File: src/rtl/ring_sched.sv
// ring_sched -- sequencer for the systolic-ring accumulation datapath.
//
// Repeats the following for a host-programmed number of passes:
//   1. Collects a PHASES-word operand vector from the host stream.
//   2. Releases the ring from reset so the PE phase counter starts at 0.
//   3. Injects one operand per cycle.
//   4. Samples the last PE's y output.
//   5. Offers the sampled value on a valid/ready result stream.
//
// Optional feature macro: RING_SCHED_ABORT_EN (adds the `abort` input).
//
// Ports:
//   clk, reset              clock, synchronous active-high reset
//   start, pass_count       start request (IDLE only) and pass count (0 -> 1)
//   busy, done              busy in every non-IDLE state; done pulses after the final pass
//   in_valid/in_data/in_ready     operand stream (ready only in LOAD)
//   pe_reset, pe_x, pe_x_init     ring control, injected operand, reset load value
//   ring_y                  y of the last PE in the ring
//   out_valid/out_data/out_ready  result stream
//   abort                   (RING_SCHED_ABORT_EN only) return to IDLE from any busy state

module ring_sched #(
    parameter int W      = 16,
    parameter int PHASES = 4
) (
    input  logic         clk,
    input  logic         reset,
    input  logic         start,
    input  logic [7:0]   pass_count,
    output logic         busy,
    output logic         done,
    input  logic         in_valid,
    input  logic [W-1:0] in_data,
    output logic         in_ready,
    output logic         pe_reset,
    output logic [W-1:0] pe_x,
    output logic [W-1:0] pe_x_init,
    input  logic [W-1:0] ring_y,
    output logic         out_valid,
    output logic [W-1:0] out_data,
`ifdef RING_SCHED_ABORT_EN
    input  logic         abort,
`endif
    input  logic         out_ready
);

    localparam int IW = (PHASES > 1) ? $clog2(PHASES) : 1;
    localparam logic [IW-1:0] LAST_IDX = IW'(PHASES - 1);

    typedef enum logic [2:0] {
        S_IDLE,
        S_LOAD,
        S_RUN,
        S_CAPTURE,
        S_DRAIN
    } state_t;

    state_t         r_state;
    state_t         w_state_next;
    logic [W-1:0]   r_buf [PHASES];
    logic [IW-1:0]  r_ld_idx;
    logic [IW-1:0]  r_ph;
    logic [7:0]     r_passes_left;
    logic [W-1:0]   r_result;
    logic           r_done;
    logic           w_accept;
    logic           w_abort;

    assign w_accept = (r_state == S_LOAD) && in_valid;

`ifdef RING_SCHED_ABORT_EN
    // Abort only matters once a sequence is in flight; in IDLE start wins.
    assign w_abort = abort && (r_state != S_IDLE);
`else
    assign w_abort = 1'b0;
`endif

    // State register
    always_ff @(posedge clk) begin
        if (reset) begin
            r_state <= S_IDLE;
        end else begin
            r_state <= w_state_next;
        end
    end

    // Next-state and state-decoded outputs
    always_comb begin
        w_state_next = r_state;
        busy         = 1'b1;
        in_ready     = 1'b0;
        out_valid    = 1'b0;
        pe_reset     = 1'b1;
        pe_x         = '0;
        case (r_state)
            S_IDLE: begin
                busy = 1'b0;
                if (start) w_state_next = S_LOAD;
            end
            S_LOAD: begin
                in_ready = 1'b1;
                if (in_valid && (r_ld_idx == LAST_IDX)) w_state_next = S_RUN;
            end
            S_RUN: begin
                // pe_reset is a pure decode of the state register, so the PE
                // counter leaves reset exactly at the first RUN cycle.
                pe_reset = 1'b0;
                pe_x     = r_buf[r_ph];
                if (r_ph == LAST_IDX) w_state_next = S_CAPTURE;
            end
            S_CAPTURE: begin
                w_state_next = S_DRAIN;
            end
            S_DRAIN: begin
                out_valid = 1'b1;
                if (out_ready) begin
                    w_state_next = (r_passes_left == 8'd1) ? S_IDLE : S_LOAD;
                end
            end
            default: w_state_next = S_IDLE;
        endcase
        if (w_abort) w_state_next = S_IDLE;
    end

    // Operand buffer: one register per phase, written at the load index
    genvar gi;
    generate
        for (gi = 0; gi < PHASES; gi++) begin : g_buf
            always_ff @(posedge clk) begin
                if (reset) begin
                    r_buf[gi] <= '0;
                end else if (w_accept && (r_ld_idx == IW'(gi))) begin
                    r_buf[gi] <= in_data;
                end
            end
        end
    endgenerate

    // Sequencing counters, result capture and done pulse
    always_ff @(posedge clk) begin
        if (reset) begin
            r_ld_idx      <= '0;
            r_ph          <= '0;
            r_passes_left <= '0;
            r_result      <= '0;
            r_done        <= 1'b0;
        end else begin
            r_done <= 1'b0;
            case (r_state)
                S_IDLE: begin
                    if (start) begin
                        r_passes_left <= (pass_count == 8'd0) ? 8'd1 : pass_count;
                        r_ld_idx      <= '0;
                    end
                end
                S_LOAD: begin
                    r_ph <= '0;
                    if (in_valid) r_ld_idx <= r_ld_idx + 1'b1;
                end
                S_RUN: begin
                    r_ph <= r_ph + 1'b1;
                end
                S_CAPTURE: begin
                    r_result <= ring_y;
                end
                S_DRAIN: begin
                    if (out_ready) begin
                        r_passes_left <= r_passes_left - 8'd1;
                        r_ld_idx      <= '0;
                        if (r_passes_left == 8'd1) r_done <= 1'b1;
                    end
                end
                default: ;
            endcase
            // An aborted sequence never reports completion.
            if (w_abort) r_done <= 1'b0;
        end
    end

    assign done      = r_done;
    assign out_data  = r_result;
    assign pe_x_init = r_result;

endmodule

File: config.mk
export PLATFORM = sky130hd
export DESIGN_NAME = ring_sched
export DESIGN_NICKNAME = d
export VERILOG_FILES = /design/src/rtl/ring_sched.sv
export SDC_FILE = /design/constraint.sdc
export NUM_CORES = 1
export LEC_CHECK = 0
export CORE_UTILIZATION = 40
export DETAILED_ROUTE_END_ITERATION = 6
export HOLD_SLACK_MARGIN = 0.15
export PLACE_DENSITY = 0.65
export SLEW_MARGIN = 20
export SYNTH_ARGS = -nofsm -noshare
export SYNTH_HDL_FRONTEND = slang
export SYNTH_SLANG_ARGS = --single-unit
export TNS_END_PERCENT = 20
File: constraint.sdc
create_clock -name clk -period 2.3 [get_ports clk]
set_clock_uncertainty 0.15 [all_clocks]
set_input_delay 0.23 -clock clk [delete_from_list [all_inputs] [get_ports clk]]
set_output_delay 0.23 -clock clk [all_outputs]
set_load 0.1 [all_outputs]
==> Word level (Yosys, flattened, before mapping) <==
Memories as Yosys holds them, arrays and structs flattened. A register that Yosys moved wholly into a read port is not among the register bits.
Index checks and enable logic that the tools add are counted.
{ "totals": {"in_bits": 45, "memories": 1, "out_inout_bits": 53, "word_cells": 87, "register_bits": 32, "mem_bits_rw": 64} }
{ "mem_list": {"columns": ["name", "depth", "width", "read_ports", "rd_clocked_by_memory_dff", "write_ports", "line", "source"], "rows": [
  ["r_buf", 4, 16, 1, 1, 4, "60", "logic [W-1:0] r_buf [PHASES];"]
]} }
{ "classes": {"n_addsub": 3, "reduce_logical": 16, "eq_ne": 14, "mux": 41, "bitwise": 6} }
{ "ops": {"columns": ["op", "count"], "rows": [
  ["$mux 16", 5],
  ["$mux 8", 3],
  ["$mux 1", 20],
  ["$pmux 8 s2", 1],
  ["$pmux 3 s5", 1],
  ["$mux 3", 4],
  ["$mux 2", 5],
  ["$eq 8x1->1 const B", 1],
  ["$logic_not 8->1", 1],
  ["$ne 2x2->1 const B", 4],
  ["$reduce_and 4->1", 2],
  ["$sub 8x1->8 const B", 1],
  ["$eq 2x2->1 const B", 3],
  ["$eq 3x2->1 const B", 2],
  ["$logic_and 1x1->1", 6],
  ["$pmux 2 s3", 1],
  ["$add 2x1->2 const B", 2],
  ["$or 1x1->1", 4],
  ["$pmux 2 s2", 1],
  ["$reduce_bool 2->1", 2],
  ["$eq 3x1->1 const B", 1],
  ["$eq 3x3->1 const B", 1],
  ["$logic_not 3->1", 1],
  ["$reduce_and 3->1", 1],
  ["6 further kinds", 7]
]} }

==> Depth between registers and ports, before layout <==
{ "depth": {"word_depth": 7, "mapped_depth": 7, "ltp_nobuf": 6} }

==> Least setup slack after synthesis <==
No wires, ideal clock.
{ "synth_path": {"path_type": "reg2out", "start": "register r_state[1]", "end": "output pe_x[10]", "t_arrival_ps": 3004, "path_slack_ps": -1084, "n_path_buf": 2, "required_ps": 1920, "stages_incl_launch_ff": 5, "cell_sequence": "dfxtp_1 buf_2 or3b_1 clkbuf_1 nor2b_1"} }
{ "synth_between": {"elab_chain_len": 2} }
{ "synth_lines": {"columns": ["element", "line", "source"], "rows": [
  ["from (decl)", "58", "state_t r_state;"],
  ["from (signal assigned)", "83", "r_state <= w_state_next;"],
  ["$eq 3x2->1", "95", "case (r_state)"],
  ["$mux 16", "95", null],
  ["to (decl)", "36", "output logic [W-1:0] pe_x,"]
]} }
Every way passes these cells.

==> Worst setup path after layout <==
{ "layout_path": {"start": "register r_state[1]", "end": "output pe_x[15]"} }
The elaborated chain is that of the path after synthesis.

==> flow_summary.json <==
{
  "outcome": "complete, no violations",
  "clock_path_buffers": 2,
  "power.ir.vdd_worst_mv": 0.606,
  "whs_ns": 0.282,
  "count_of_final_hold_check_violations": 0,
  "final_min_period_over_clock_period_pct": 98.6,
  "comb_power_share_pct": 32.1,
  "worst_ep_arrival_time_ns": 1.89,
  "tritoncts": "yes",
  "timing.rr.end": "r_buf[2][4]",
  "grt_overflow": 0,
  "total_leakage_power_nw": 2.44,
  "global_route_wire_length_before_repair_mm": 15.7,
  "wirelength_met1_mm": 4.47,
  "ctsRootBufferMaster": "sky130_fd_sc_hd__clkbuf_16",
  "syn2layout_area_growth_pct": 33.0,
  "synth-simple-area-share_pct": 20.8,
  "antenna_cells_inserted": 0,
  "timing.rr.start": "r_state[1]",
  "slowest_stage": "sky130_fd_sc_hd__dfxtp_2",
  "topRoutingLayerUsed": "met4",
  "maxCapViolations": 0,
  "cts_setup_buffers": 0,
  "pin_count_of_the_biggest_net_entering_global_routing": 49,
  "post_synthesis_sequential_element_count": 98,
  "synth_xor_xnor_area_share_pct": 0,
  "synth_area_per_cell_um2": 11.4,
  "final_cell_area_um2": 6130,
  "start_util_pct": 41.7,
  "synth_flop_cell": "sky130_fd_sc_hd__edfxtp_1",
  "area_of_the_placeable_core_um2": 11000,
  "layoutNonFillerInstCount": 628,
  "initialDrtViolationCount": 156,
  "global_route.usage.total_pct": 17.7,
  "setup_violations": 0,
  "sw_frac_of_total_pct": 35.0,
  "met2_wirelength_mm": 4.86,
  "min-delay-start": "ring_y[3]",
  "cts_inserted_buffers": 9,
  "wl_per_cell_um": 15.9,
  "post_synth_mux_area_share_pct": 8.07,
  "power_density_cells_nw_per_um2": 840,
  "drive_above_1_share_pct": 25.0,
  "ant_nets": 0,
  "ff2ff_setup_slack_ns": 0.43,
  "path_max_fanout": 20,
  "die_height_um": 109,
  "placedCellCount": 612,
  "numPortBuffers": 97,
  "count_of_unique_library_cells_instantiated_by_yosys": 43,
  "drv_slew": 0,
  "setup_slack_ns": 0.0312,
  "antenna_violations_before_repair": 0,
  "syn-instance-count": 403,
  "routed_via_density": 5.20,
  "remaining_drc_errors": 0,
  "synth.yosys.warnings": 0,
  "drt_pass1_iterations": 4,
  "setup.worst_path.start_class": "flip-flop",
  "placedInstanceArea_um2": 5840,
  "core.rowCount": 38,
  "cts-htree-levels": 3,
  "wirelength_mm": 9.99,
  "crit_path_max_incr_delay_ns": 0.44,
  "max_freq_ghz": 0.441,
  "largest_family_of_logic_cells_by_synthesized_area": "simple AND/OR/NAND/NOR gates",
  "finish.utilization_pct": 55.5,
  "relSlewSlack_pct": 62.0,
  "worstPathCellList": "or3b_1, buf_4, nor2b_1, buf_12",
  "floorplan.die.width_um": 109,
  "synth_compound_gate_area_share_pct": 6.58,
  "holdCritPathClass": "in2reg",
  "critPathCaptureType": "primary output",
  "synthesis.area_um2": 4600,
  "clk_transition_reported_paths_ns": 0.07,
  "io_pins": 98,
  "power.net_switching_mw": 1.80,
  "globalplace.congestion": 0.801,
  "holdPathStages": 3,
  "worstSkewPairLatency_ns": 0.34,
  "finalCriticalPeriod_ns": 2.27,
  "design.die.area_um2": 11900,
  "min_to": "out_data[3]",
  "first_global_vias": 3079,
  "timing_worst_slew_pin_value_ns": 0.568,
  "preCtsSetupSlack_ns": 0.266,
  "rr_worst_depth": 5,
  "routed-via-count": 3265,
  "hpwlAfterDp_mm": 6.43,
  "critical_path_required_ns": 1.92,
  "cts_num_sinks": 98,
  "wl_met3_um": 568,
  "design.final.nets": 535,
  "clock_power_share_pct": 27.4,
  "power_frac_seq_pct": 40.5,
  "post_synth_net_total": 455,
  "asyncSetResetFlopFracSynth_pct": 0,
  "post_synthesis_sequential_area_ratio_pct": 56.5,
  "path_class": "reg2out",
  "post-layout-total-power_mw": 5.15,
  "synth_edf_count": 64,
  "setup_repair_after_global_routing_missed_its_margin": "yes",
  "synth_fa_ha_area_share_pct": 1.90,
  "cellInternalPower_mw": 3.35,
  "fin_tns_setup_ns": 0
}
## worst max-delay path: cells and delay by family (launching register included)
family                 cells  cell delay (ns)
AND/OR/NAND/NOR            2             0.62
flip-flops                 1             0.44
buffers and inverters      2             0.47
## power by group through the flow
stage / logic (mW) / clock network [mW] / registers (mW)
detailed placement: 1.66 / 0 / 2.12
finish: 1.65 / 1.41 / 2.09
global route: 1.75 / 1.50 / 2.10
floorplan: 1.09 / 0 / 2.21
CTS: 1.67 / 1.44 / 2.09
global placement: 1.65 / 0 / 2.12
## timing repair
action	CTS	global route
gates cloned	0	0
resized for setup	2	0
endpoints found under the setup margin	9	5
hold buffers	0	0
## per-layer routing
metal  vias to the layer above  track usage (%)
li1                       1597                -
met2                        97             30.1
met1                      1562             22.4
met3                         9             4.21
met4                         0             5.71
met5                         -                0
## cells in the final DEF (no fill, tap or decap), types with 5 or more instances in the layout
master | netlist | final
sky130_fd_sc_hd__nand3_1 | 5 | 5
sky130_fd_sc_hd__buf_4 | 19 | 46
sky130_fd_sc_hd__dfxtp_1 | 34 | 33
sky130_fd_sc_hd__a21oi_1 | 27 | 27
sky130_fd_sc_hd__nor2b_4 | 0 | 8
sky130_fd_sc_hd__inv_1 | 10 | 10
sky130_fd_sc_hd__nor2b_1 | 19 | 8
sky130_fd_sc_hd__and2_1 | 19 | 18
sky130_fd_sc_hd__clkdlybuf4s50_1 | 0 | 44
sky130_fd_sc_hd__clkbuf_16 | 0 | 9
sky130_fd_sc_hd__ha_1 | 7 | 7
sky130_fd_sc_hd__edfxtp_1 | 64 | 64
sky130_fd_sc_hd__nor2_1 | 20 | 19
sky130_fd_sc_hd__nand2_1 | 47 | 45
sky130_fd_sc_hd__and3_1 | 48 | 48
sky130_fd_sc_hd__buf_12 | 0 | 22
sky130_fd_sc_hd__mux4_2 | 16 | 16
## Yosys cell counts, types with 2 or more instances
cell / n / area share, %
sky130_fd_sc_hd__edfxtp_1: 64 / 42
sky130_fd_sc_hd__and3_1: 48 / 6.5
sky130_fd_sc_hd__nand2_1: 47 / 3.8
sky130_fd_sc_hd__dfxtp_1: 34 / 15
sky130_fd_sc_hd__a21oi_1: 27 / 2.9
sky130_fd_sc_hd__nor2_1: 20 / 1.6
sky130_fd_sc_hd__and2_1: 19 / 2.6
sky130_fd_sc_hd__buf_4: 19 / 3.1
sky130_fd_sc_hd__nor2b_1: 19 / 2.6
sky130_fd_sc_hd__clkbuf_1: 17 / 1.4
sky130_fd_sc_hd__mux4_2: 16 / 7.8
sky130_fd_sc_hd__inv_1: 10 / 0.82
sky130_fd_sc_hd__ha_1: 7 / 1.9
sky130_fd_sc_hd__buf_2: 6 / 0.65
sky130_fd_sc_hd__nand3_1: 5 / 0.54
sky130_fd_sc_hd__a211oi_1: 4 / 0.65
sky130_fd_sc_hd__o21ai_0: 4 / 0.43
sky130_fd_sc_hd__nor3_1: 3 / 0.33
sky130_fd_sc_hd__nor4_1: 3 / 0.41
sky130_fd_sc_hd__a221oi_1: 2 / 0.38
sky130_fd_sc_hd__a31oi_1: 2 / 0.27
sky130_fd_sc_hd__nand2b_1: 2 / 0.27
sky130_fd_sc_hd__nand4_1: 2 / 0.27
sky130_fd_sc_hd__nor3b_1: 2 / 0.33
sky130_fd_sc_hd__o32ai_1: 2 / 0.38
sky130_fd_sc_hd__or3b_1: 2 / 0.38
## final cells by class
type                            instances  area (µm²)
Clock buffer                            9         225
Clock inverter                          7        52.6
Inverter                               11        41.3
Multi-Input combinational cell        251        1800
Fill cell                             958        4900
Sequential cell                        98        2600
Timing Repair Buffer                  112        1230
Tap cell                              140         175
## sequential cells by signal, indices dropped and copies added (netlist names), named ones only
register,count
r_ph,2
r_buf,64
done,1
out_data,16
r_passes_left,8
r_ld_idx,2
r_state,3
## worst max-delay path by stage
stage | depth (start not counted) | end | from | slack, ns
finish | 4 | pe_x[15] | r_state[1] | 0.03
global route | 4 | pe_x[15] | r_state[1] | -0.06
detailed placement | 4 | pe_x[2] | r_state[1] | 0.27
floorplan | 4 | pe_x[0] | r_state[0] | -0.46
global placement | 4 | pe_x[3] | r_state[1] | 0.32
CTS | 4 | pe_x[4] | r_state[1] | 0.008
## logic make-up (layout without fill, tap and decap cells)
| family | Yosys count | after routing |
|---|---|---|
| multiplexers | 17 | 17 |
| buffers and inverters | 54 | 139 |
| AND/OR/NAND/NOR | 178 | 178 |
| flip-flops | 98 | 98 |
| adder cells (fa/ha/maj) | 7 | 7 |
| AO/OA/AOI/OAI | 49 | 49 |
Note: power is estimated with default switching activity, not from simulation.
